## config.mk

```make
export PLATFORM = sky130hd
export DESIGN_NAME = inst_fetcher_flat
export DESIGN_NICKNAME = d
export VERILOG_FILES = /design/src/rtl/inst_fetcher_if.sv /design/src/rtl/inst_fetcher.sv /design/src/flat_wrapper.sv
export SDC_FILE = /design/constraint.sdc
export NUM_CORES = 1
export LEC_CHECK = 0
export ABC_AREA = 1
export CORE_ASPECT_RATIO = 0.7
export CORE_UTILIZATION = 28
export CTS_CLUSTER_DIAMETER = 150
export DETAILED_ROUTE_END_ITERATION = 10
export GPL_TIMING_DRIVEN = 0
export PLACE_DENSITY_LB_ADDON = 0.08
export SLEW_MARGIN = 40
export SYNTH_ARGS = -nofsm -noshare
export SYNTH_HDL_FRONTEND = slang
export SYNTH_SLANG_ARGS = --single-unit
```

## constraint.sdc

```tcl
create_clock -name clk -period 12.3 [get_ports clk]
set_clock_uncertainty 0.2 [all_clocks]
set_input_delay 1.23 -clock clk [delete_from_list [all_inputs] [get_ports clk]]
set_output_delay 1.23 -clock clk [all_outputs]
set_load 0.1 [all_outputs]
```

## src/rtl/inst_fetcher_if.sv

```systemverilog
// rtl/inst_fetcher_if.sv - fetch stage bus bundle: memory fetch port, redirect and queue side
//
// Purpose: groups every non-clock/reset signal of inst_fetcher.
// Signals:
//   rdy                 global ready; low freezes the fetcher
//   start_query_signal  one-cycle fetch request pulse to the memory controller
//   pc_to_mem           fetch address, valid with start_query_signal
//   finish_query_signal one-cycle completion pulse from the memory controller
//   inst_from_mem       fetched word, valid with finish_query_signal
//   flush_signal        redirect from commit
//   flush_target_pc     redirect PC, valid with flush_signal
//   queue_full_signal   instruction queue has no free slot
//   inst_valid_to_queue one-cycle delivery pulse
//   inst_to_queue       delivered instruction
//   pc_to_queue         PC of the delivered instruction
// Modports: master = fetcher side, slave = environment side.

interface inst_fetcher_if;
   logic        rdy;
   logic        start_query_signal;
   logic [31:0] pc_to_mem;
   logic        finish_query_signal;
   logic [31:0] inst_from_mem;
   logic        flush_signal;
   logic [31:0] flush_target_pc;
   logic        queue_full_signal;
   logic        inst_valid_to_queue;
   logic [31:0] inst_to_queue;
   logic [31:0] pc_to_queue;

   modport master (
      input  rdy,
      input  finish_query_signal,
      input  inst_from_mem,
      input  flush_signal,
      input  flush_target_pc,
      input  queue_full_signal,
      output start_query_signal,
      output pc_to_mem,
      output inst_valid_to_queue,
      output inst_to_queue,
      output pc_to_queue
   );

   modport slave (
      output rdy,
      output finish_query_signal,
      output inst_from_mem,
      output flush_signal,
      output flush_target_pc,
      output queue_full_signal,
      input  start_query_signal,
      input  pc_to_mem,
      input  inst_valid_to_queue,
      input  inst_to_queue,
      input  pc_to_queue
   );
endinterface

```

## src/rtl/inst_fetcher.sv

```systemverilog
// rtl/inst_fetcher.sv - instruction fetch stage with optional direct-mapped I-cache
//
// Purpose: holds the fetch PC, issues one fetch query per miss, forwards each
// returned word with its PC as a one-cycle pulse, and restarts on flush.
// Optional feature macro: ICACHE_EN (direct-mapped cache of
// 2^ICACHE_INDEX_WIDTH one-word lines; hits deliver without a memory trip).
// Ports:
//   clk  system clock, rising edge
//   rst  asynchronous active-high reset
//   bus  inst_fetcher_if.master (memory fetch port, flush, queue side, rdy)
// Parameters:
//   ICACHE_INDEX_WIDTH  log2 of cache line count (ICACHE_EN only)
//   RESET_PC            fetch PC after reset

module inst_fetcher #(
   parameter int          ICACHE_INDEX_WIDTH = 6,
   parameter logic [31:0] RESET_PC           = 32'h0
) (
   input  logic           clk,
   input  logic           rst,
   inst_fetcher_if.master bus
);

   typedef enum logic {IDLE, WAIT_MEM} state_t;

   state_t      state, state_n;
   logic [31:0] pc, pc_n;
   logic        start_q, start_n;
   logic [31:0] pc_mem_q, pc_mem_n;
   logic        valid_q, valid_n;
   logic [31:0] inst_q, inst_n;
   logic [31:0] pc_q, pc_q_n;
   logic        fill;
   logic        cache_hit;
   logic [31:0] cache_word;

`ifdef ICACHE_EN
   localparam int LINES = 1 << ICACHE_INDEX_WIDTH;
   localparam int TAG_W = 30 - ICACHE_INDEX_WIDTH;

   logic [LINES-1:0]              line_valid;
   logic [TAG_W-1:0]              line_tag  [LINES];
   logic [31:0]                   line_data [LINES];
   logic [ICACHE_INDEX_WIDTH-1:0] idx;
   logic [TAG_W-1:0]              tag;

   assign idx        = pc[ICACHE_INDEX_WIDTH+1:2];
   assign tag        = pc[31:ICACHE_INDEX_WIDTH+2];
   assign cache_hit  = line_valid[idx] && (line_tag[idx] == tag);
   assign cache_word = line_data[idx];

   // Only reset clears valid bits; flush leaves lines intact.
   always_ff @(posedge clk or posedge rst) begin
      if (rst) begin
         line_valid <= '0;
      end else if (bus.rdy && fill) begin
         line_valid[idx] <= 1'b1;
      end
   end

   // pc still holds the miss address while in WAIT_MEM, so idx/tag name the fill line.
   always_ff @(posedge clk) begin
      if (bus.rdy && fill) begin
         line_tag[idx]  <= tag;
         line_data[idx] <= bus.inst_from_mem;
      end
   end
`else
   logic [31:0] cfg_unused;
   assign cfg_unused = ICACHE_INDEX_WIDTH;
   assign cache_hit  = 1'b0;
   assign cache_word = '0;
`endif

   always_comb begin
      state_n  = state;
      pc_n     = pc;
      start_n  = 1'b0;
      pc_mem_n = pc_mem_q;
      valid_n  = 1'b0;
      inst_n   = inst_q;
      pc_q_n   = pc_q;
      fill     = 1'b0;

      if (bus.flush_signal) begin
         // Redirect wins over everything, including a coincident finish pulse.
         pc_n    = bus.flush_target_pc;
         state_n = IDLE;
      end else begin
         case (state)
            IDLE: begin
               if (!bus.queue_full_signal) begin
                  if (cache_hit) begin
                     valid_n = 1'b1;
                     inst_n  = cache_word;
                     pc_q_n  = pc;
                     pc_n    = pc + 32'd4;
                  end else begin
                     start_n  = 1'b1;
                     pc_mem_n = pc;
                     state_n  = WAIT_MEM;
                  end
               end
            end
            WAIT_MEM: begin
               if (bus.finish_query_signal) begin
                  valid_n = 1'b1;
                  inst_n  = bus.inst_from_mem;
                  pc_q_n  = pc;
                  pc_n    = pc + 32'd4;
                  fill    = 1'b1;
                  state_n = IDLE;
               end
            end
            default: state_n = IDLE;
         endcase
      end
   end

   always_ff @(posedge clk or posedge rst) begin
      if (rst) begin
         state    <= IDLE;
         pc       <= RESET_PC;
         start_q  <= 1'b0;
         pc_mem_q <= '0;
         valid_q  <= 1'b0;
         inst_q   <= '0;
         pc_q     <= '0;
      end else if (!bus.rdy) begin
         // Frozen: hold state, drop any pulse in flight.
         start_q <= 1'b0;
         valid_q <= 1'b0;
      end else begin
         state    <= state_n;
         pc       <= pc_n;
         start_q  <= start_n;
         pc_mem_q <= pc_mem_n;
         valid_q  <= valid_n;
         inst_q   <= inst_n;
         pc_q     <= pc_q_n;
      end
   end

   assign bus.start_query_signal  = start_q;
   assign bus.pc_to_mem           = pc_mem_q;
   assign bus.inst_valid_to_queue = valid_q;
   assign bus.inst_to_queue       = inst_q;
   assign bus.pc_to_queue         = pc_q;

endmodule

```

## src/flat_wrapper.sv

```systemverilog
// flat-port wrapper written by rule: the top's interface ports become plain ports
module inst_fetcher_flat 
#(
   parameter int          ICACHE_INDEX_WIDTH = 6,
   parameter logic [31:0] RESET_PC           = 32'h0
)
  (clk, rst, bus_rdy, bus_finish_query_signal, bus_inst_from_mem, bus_flush_signal, bus_flush_target_pc, bus_queue_full_signal, bus_start_query_signal, bus_pc_to_mem, bus_inst_valid_to_queue, bus_inst_to_queue, bus_pc_to_queue);
  inst_fetcher_if bus_i ();
  input  logic clk;
  input  logic rst;
  input wire logic [$bits(bus_i.rdy)-1:0] bus_rdy;
  input wire logic [$bits(bus_i.finish_query_signal)-1:0] bus_finish_query_signal;
  input wire logic [$bits(bus_i.inst_from_mem)-1:0] bus_inst_from_mem;
  input wire logic [$bits(bus_i.flush_signal)-1:0] bus_flush_signal;
  input wire logic [$bits(bus_i.flush_target_pc)-1:0] bus_flush_target_pc;
  input wire logic [$bits(bus_i.queue_full_signal)-1:0] bus_queue_full_signal;
  output wire logic [$bits(bus_i.start_query_signal)-1:0] bus_start_query_signal;
  output wire logic [$bits(bus_i.pc_to_mem)-1:0] bus_pc_to_mem;
  output wire logic [$bits(bus_i.inst_valid_to_queue)-1:0] bus_inst_valid_to_queue;
  output wire logic [$bits(bus_i.inst_to_queue)-1:0] bus_inst_to_queue;
  output wire logic [$bits(bus_i.pc_to_queue)-1:0] bus_pc_to_queue;
  assign bus_i.rdy = bus_rdy;
  assign bus_i.finish_query_signal = bus_finish_query_signal;
  assign bus_i.inst_from_mem = bus_inst_from_mem;
  assign bus_i.flush_signal = bus_flush_signal;
  assign bus_i.flush_target_pc = bus_flush_target_pc;
  assign bus_i.queue_full_signal = bus_queue_full_signal;
  assign bus_start_query_signal = bus_i.start_query_signal;
  assign bus_pc_to_mem = bus_i.pc_to_mem;
  assign bus_inst_valid_to_queue = bus_i.inst_valid_to_queue;
  assign bus_inst_to_queue = bus_i.inst_to_queue;
  assign bus_pc_to_queue = bus_i.pc_to_queue;
  inst_fetcher #(.ICACHE_INDEX_WIDTH(ICACHE_INDEX_WIDTH), .RESET_PC(RESET_PC)) u_core (.clk(clk), .rst(rst), .bus(bus_i));
endmodule
```

# --- After elaboration in Yosys (flattened, before gate mapping) ---
# Cells that the tools add are included.
classes:
  n_eq_ne: 3
  n_reduce_logical: 3
  mux: 18
  addsub: 1
  n_bitwise: 3
ops:
  columns: ["operator", "n"]
  rows:
  - ["two-way mux 32 bit", 7]
  - ["adder 32 x 3 -> 32 bit, second input constant", 1]
  - ["two-way mux 1 bit", 9]
  - ["AND reduction 4 bit", 2]
  - ["!= test 2 bit, second input constant", 2]
  - ["one-hot mux 1 bit (2 select lines)", 2]
  - ["!= test 3 bit, second input constant", 1]
  - ["inverter 1 bit", 3]
  - ["AND reduction 3 bit", 1]
word_totals:
  ff_bits: 131
  word_cells: 35
  output_inout_bits: 98
  input_bits: 70

# --- Longest topological paths before layout ---
depth:
  depth_word: 4
  depth_mapped: 10
  ltp_nobuf: 10

# --- Least setup slack after synthesis ---
# Ideal clock, no wire load.
synth_path:
  kind: "register to output"
  start: "reg u_core.inst_q[0] (netlist: u_core.bus.inst_to_queue[0])"
  end: "out bus_inst_to_queue[0]"
  stages_incl_launch_ff: 1
  path_slack_ns: 9.972
  t_arrival_ns: 0.898
  path_cell_list: "dfrtp_1"
synth_rtl:
  columns: ["element", "line", "rtl"]
  rows:
  - ["from (decl)", "inst_fetcher.sv:31", "logic [31:0] inst_q, inst_n;"]
  - ["from (signal assigned)", "inst_fetcher.sv:139", "inst_q <= inst_n;"]
  - ["to (decl)", "flat_wrapper.sv:20", "output wire logic [$bits(bus_i.inst_to_queue)-1:0] bus_inst_to_queue;"]
# No word-level cell between the ends.

# --- Worst setup path in the final report ---
layout_path:
  start: "in bus_flush_signal"
  end: "reg u_core.pc_mem_q[22] (netlist: u_core.bus.pc_to_mem[22])"
layout_via:
  elab_chain_cells: 2
layout_lines:
  columns: ["element", "line", "rtl"]
  rows:
  - ["from (decl)", "flat_wrapper.sv:14", "input wire logic [$bits(bus_i.flush_signal)-1:0] bus_flush_signal;"]
  - ["inverter 1 bit (no line)", null, null]
  - ["AND reduction 4 bit (no line)", null, null]
  - ["to (signal assigned)", "inst_fetcher.sv:137", "pc_mem_q <= pc_mem_n;"]
  - ["to (decl)", "inst_fetcher.sv:29", "logic [31:0] pc_mem_q, pc_mem_n;"]
# Every way passes these cells.
# A chain may end at the register's enable or synchronous reset.

==> run summary <==
### Outcome
* completed — run status

### Setup path
* 0.55 ns — worst stage delay on the critical path
* 12.43 ns — Critical Path RT
* flip-flop — Setup crit end kind
* clkdlybuf4s50_1 > buf_4 > nor3_4 > inv_2 > clkbuf_1 > nand2_1 > o21ai_0 — CP cell instances
* u_core.pc[26]$_DFFE_PP0P_ — Worst R2R End
* u_core.bus.pc_to_mem[22]$_DFFE_PP0P_ — Critical Path Sink
* bus_flush_signal — critical path startpoint
* u_core.pc[3]$_DFFE_PP0P_ — worst r2r src
* 10 — r2r worst-path depth
* 4 — number of buffers and inverters on the critical path
* input port — crit start category
* 10.09 ns — reg-to-reg setup timing slack
* 7 — WP depth
* input port to flip-flop — type of the setup path with the least slack
* buffers and inverters — dominant delay contributor by cell family on the critical path
* 10 — maximum fanout count along the critical path
* clkdlybuf4s50_1 — cell with the biggest individual delay on the critical path
* 2.96 ns — data arrival time of the critical path

### Global routing
* 18.23% — Global Route Usage Sum
* 58 — pin count of the biggest net entering global routing
* 29.50 mm — wire length of the first global-routing pass
* 0 — antenna violations before repair
* 0 — global route total overflow
* 5,013 — vias in the first global route

### CTS
* 131 — CTS Sinks
* clkbuf_16 — Clock Root Buffer
* 0 — total of hold buffers inserted after clock tree synthesis
* 4 — H-tree levels
* 0 — number of buffers inserted to repair setup after CTS
* 0.42 ns — Clock Latency Late Sink
* yes — CTS tree
* 0 — cts repair resizes
* 17 — number of buffers inserted during clock tree synthesis
* 0.06 ns — clock input transition at the sequential cells of the worst setup and hold paths
* 2 — maximum buffer depth of the clock tree

### Final layout
* 1,019 — Final #Nets
* 299 x nand2_1, 131 x dfrtp_1, 112 x buf_2 — most frequent cells in the layout
* 0 — Inserted Diodes
* nand2_1 — most common cell after layout, fill and taps aside
* 2,198 — filler instances
* 2283 um2 — area of combinational cells with multiple inputs
* 3278 um2 — area taken by flip-flops and latches
* 17.07% — share of layout cells above drive strength 1
* 37.69% — layout overhead on the synthesized area
* 39.45% — share of the core filled with cells in the final layout

### Placed design
* 14.45 mm — dpl hpwl
* 0.8632 — final weighted congestion in routability-driven placement
* 167 — # port buffers

### STA
* 0.6233 ns — slew at the pin closest to its max-slew limit
* 22.97% — fin crit share
* false — RSZ-0062 raised after global routing
* 0 — total of endpoints with negative setup slack in the final report
* 58.44% — Slew HR
* 0 — count of pins over their slew limit
* 0 ns — summed negative setup slack over all endpoints
* 2.826 ns — Final Critical Period
* 0 — final hold vios
* 0.3539 GHz — fmax

### Power
* 27.5% — part of the total power dissipated in sequential elements
* 1.198 mW — power dissipated by switching net loads
* 25.0% — clock power share
* 4.143 nW — static power due to leakage
* 277.8 nW/um2 — power density cells
* 47.4% — relative contribution of combinational cells to total power
* 0.1457 mV — worst voltage drop across the vdd grid
* 2.281 mW — total power
* 52.53% — sw frac
* 1.083 mW — internal power of the cells

### Job
* 0 — count of maximum capacitance violations

### Yosys
* 0 — number of warnings issued by yosys
* 7.845 um2 — mean instance size in the synthesized netlist
* 0 — number of enable-type register cells in the synthesized netlist
* 25 — Unique masters post-synth
* 100.0% — async set or reset register ratio after synthesis
* 131 — number of register bits inferred by synthesis
* 5962 um2 — cell area after synthesis
* 54.98% — part of the Yosys area used for sequential elements
* 831 — Synthesized Nets
* 760 — post-synthesis cell count
* dfrtp_1 — prevailing post-synth register cell

### Floorplanning
* 21,890 um2 — die footprint
* 176.4 um — Die X
* 168 — number of placed I/O pins
* 124.1 um — height of the die
* 20,810 um2 — standard cell core area
* 28.65% — initial core utilization
* 44 — # rows

### Route
* 5 — router iterations before antenna repair
* 0 — number of nets still failing antenna checks after routing
* 379 — number of design-rule violations left by the first detailed-router iteration
* 0 — DRC viols
* 5,503 — vias post-DR
* 15.59 um — Wirelength per Cell
* 4.449 — post-DR vias/cell
* 19.29 mm — post-detailed-routing wire length

### Hold path
* flip-flop to flip-flop — Hold WC Path Type

==> routing by layer <==
metal	global-route usage [%]	vias up	share of wire, %
met5	0	-	0
met4	5.657	0	0.97
met3	3.755	12	5.4
met2	24.85	139	40
met1	28.17	2585	53
li1	-	2767	-
==> registers in the layout, summed over array words and instances, names as in the netlist <==
signal	cells
u_core.state	1
u_core.pc	32
u_core.bus.inst_to_queue	32
u_core.bus.pc_to_queue	32
u_core.bus.start_query_signal	1
u_core.bus.pc_to_mem	32
u_core.bus.inst_valid_to_queue	1
==> worst min-delay path by stage <==
stage / startpoint / end / slack, ns / depth (start not counted)
after floorplan: u_core.pc[31]$_DFFE_PP0P_ / u_core.pc[31]$_DFFE_PP0P_ / 0.27 / 2
after global placement: u_core.bus.inst_to_queue[16]$_DFFE_PP0P_ / u_core.bus.inst_to_queue[16]$_DFFE_PP0P_ / 0.25 / 2
after detailed placement: u_core.bus.inst_to_queue[11]$_DFFE_PP0P_ / u_core.bus.inst_to_queue[11]$_DFFE_PP0P_ / 0.25 / 2
after CTS: u_core.bus.inst_to_queue[11]$_DFFE_PP0P_ / u_core.bus.inst_to_queue[11]$_DFFE_PP0P_ / 0.27 / 2
after global routing: u_core.bus.inst_to_queue[1]$_DFFE_PP0P_ / u_core.bus.inst_to_queue[1]$_DFFE_PP0P_ / 0.29 / 2
final: u_core.bus.inst_to_queue[11]$_DFFE_PP0P_ / u_core.bus.inst_to_queue[11]$_DFFE_PP0P_ / 0.26 / 2
==> final cells by class <==
type	instances	share of cell area, %
Buffer	32	2.134
Clock buffer	21	5.609
Clock inverter	11	2.408
Inverter	60	2.835
Multi-Input combinational cell	537	27.82
Sequential cell	131	39.93
Tap cell	276	4.207
Timing Repair Buffer	169	15.06
==> cells by family (layout without fill, tap and decap cells) <==
kind of cell	count (synthesis)	in the layout	synth area share, %
simple gates	413	413	27.62
buf+inv	92	293	6.716
flops	131	131	54.98
fa+ha+maj	1	1	0.2098
compound gates	123	123	10.47
==> synthesized netlist by cell type, types with 2 or more instances <==
master      n  area (um2)
and2_1      3       18.77
nor2_1     71       266.5
o21ai_1    14       70.07
buf_4       2       15.01
inv_1      55       206.5
dfrtp_1   131        3278
nor2_4      3       33.78
buf_2      14       70.07
clkbuf_1   12       45.04
inv_2       5       18.77
nor3_1      3       15.01
nor2_2      2       12.51
a21oi_1    22       110.1
buf_6       4       45.04
o21ai_0    83       415.4
nand3_1    29       145.1
nand2_1   299        1122
==> power by group through the flow <==
stage | Clock (mW) | Combinational (mW) | Sequential (mW)
CTS | 0.585 | 1.09 | 0.629
global route | 0.600 | 1.14 | 0.646
floorplan | 0 | 0.164 | 1.35
finish | 0.571 | 1.08 | 0.628
detailed placement | 0 | 1.09 | 0.635
global placement | 0 | 1.18 | 0.640
==> tightest hold or removal path, stage by stage, from the launching register on <==
cell and delay [ns]:
dfrtp_1 0.33, nand2_1 0.05, nand2_1 0.05
==> per-stage QoR <==
step	std cells	cell area, um2	hold slack (ns)	setup WS (ns)
finish	1237	8209	0.2625	9.474
global route	1237	8209	0.2865	9.327
CTS	1237	8209	0.2688	9.490
detailed placement	1205	7551	0.2541	9.046
global placement	1203	7979	0.2547	5.048
floorplan	760	5962	0.2708	7.372
(Power assumes the default switching activity.)
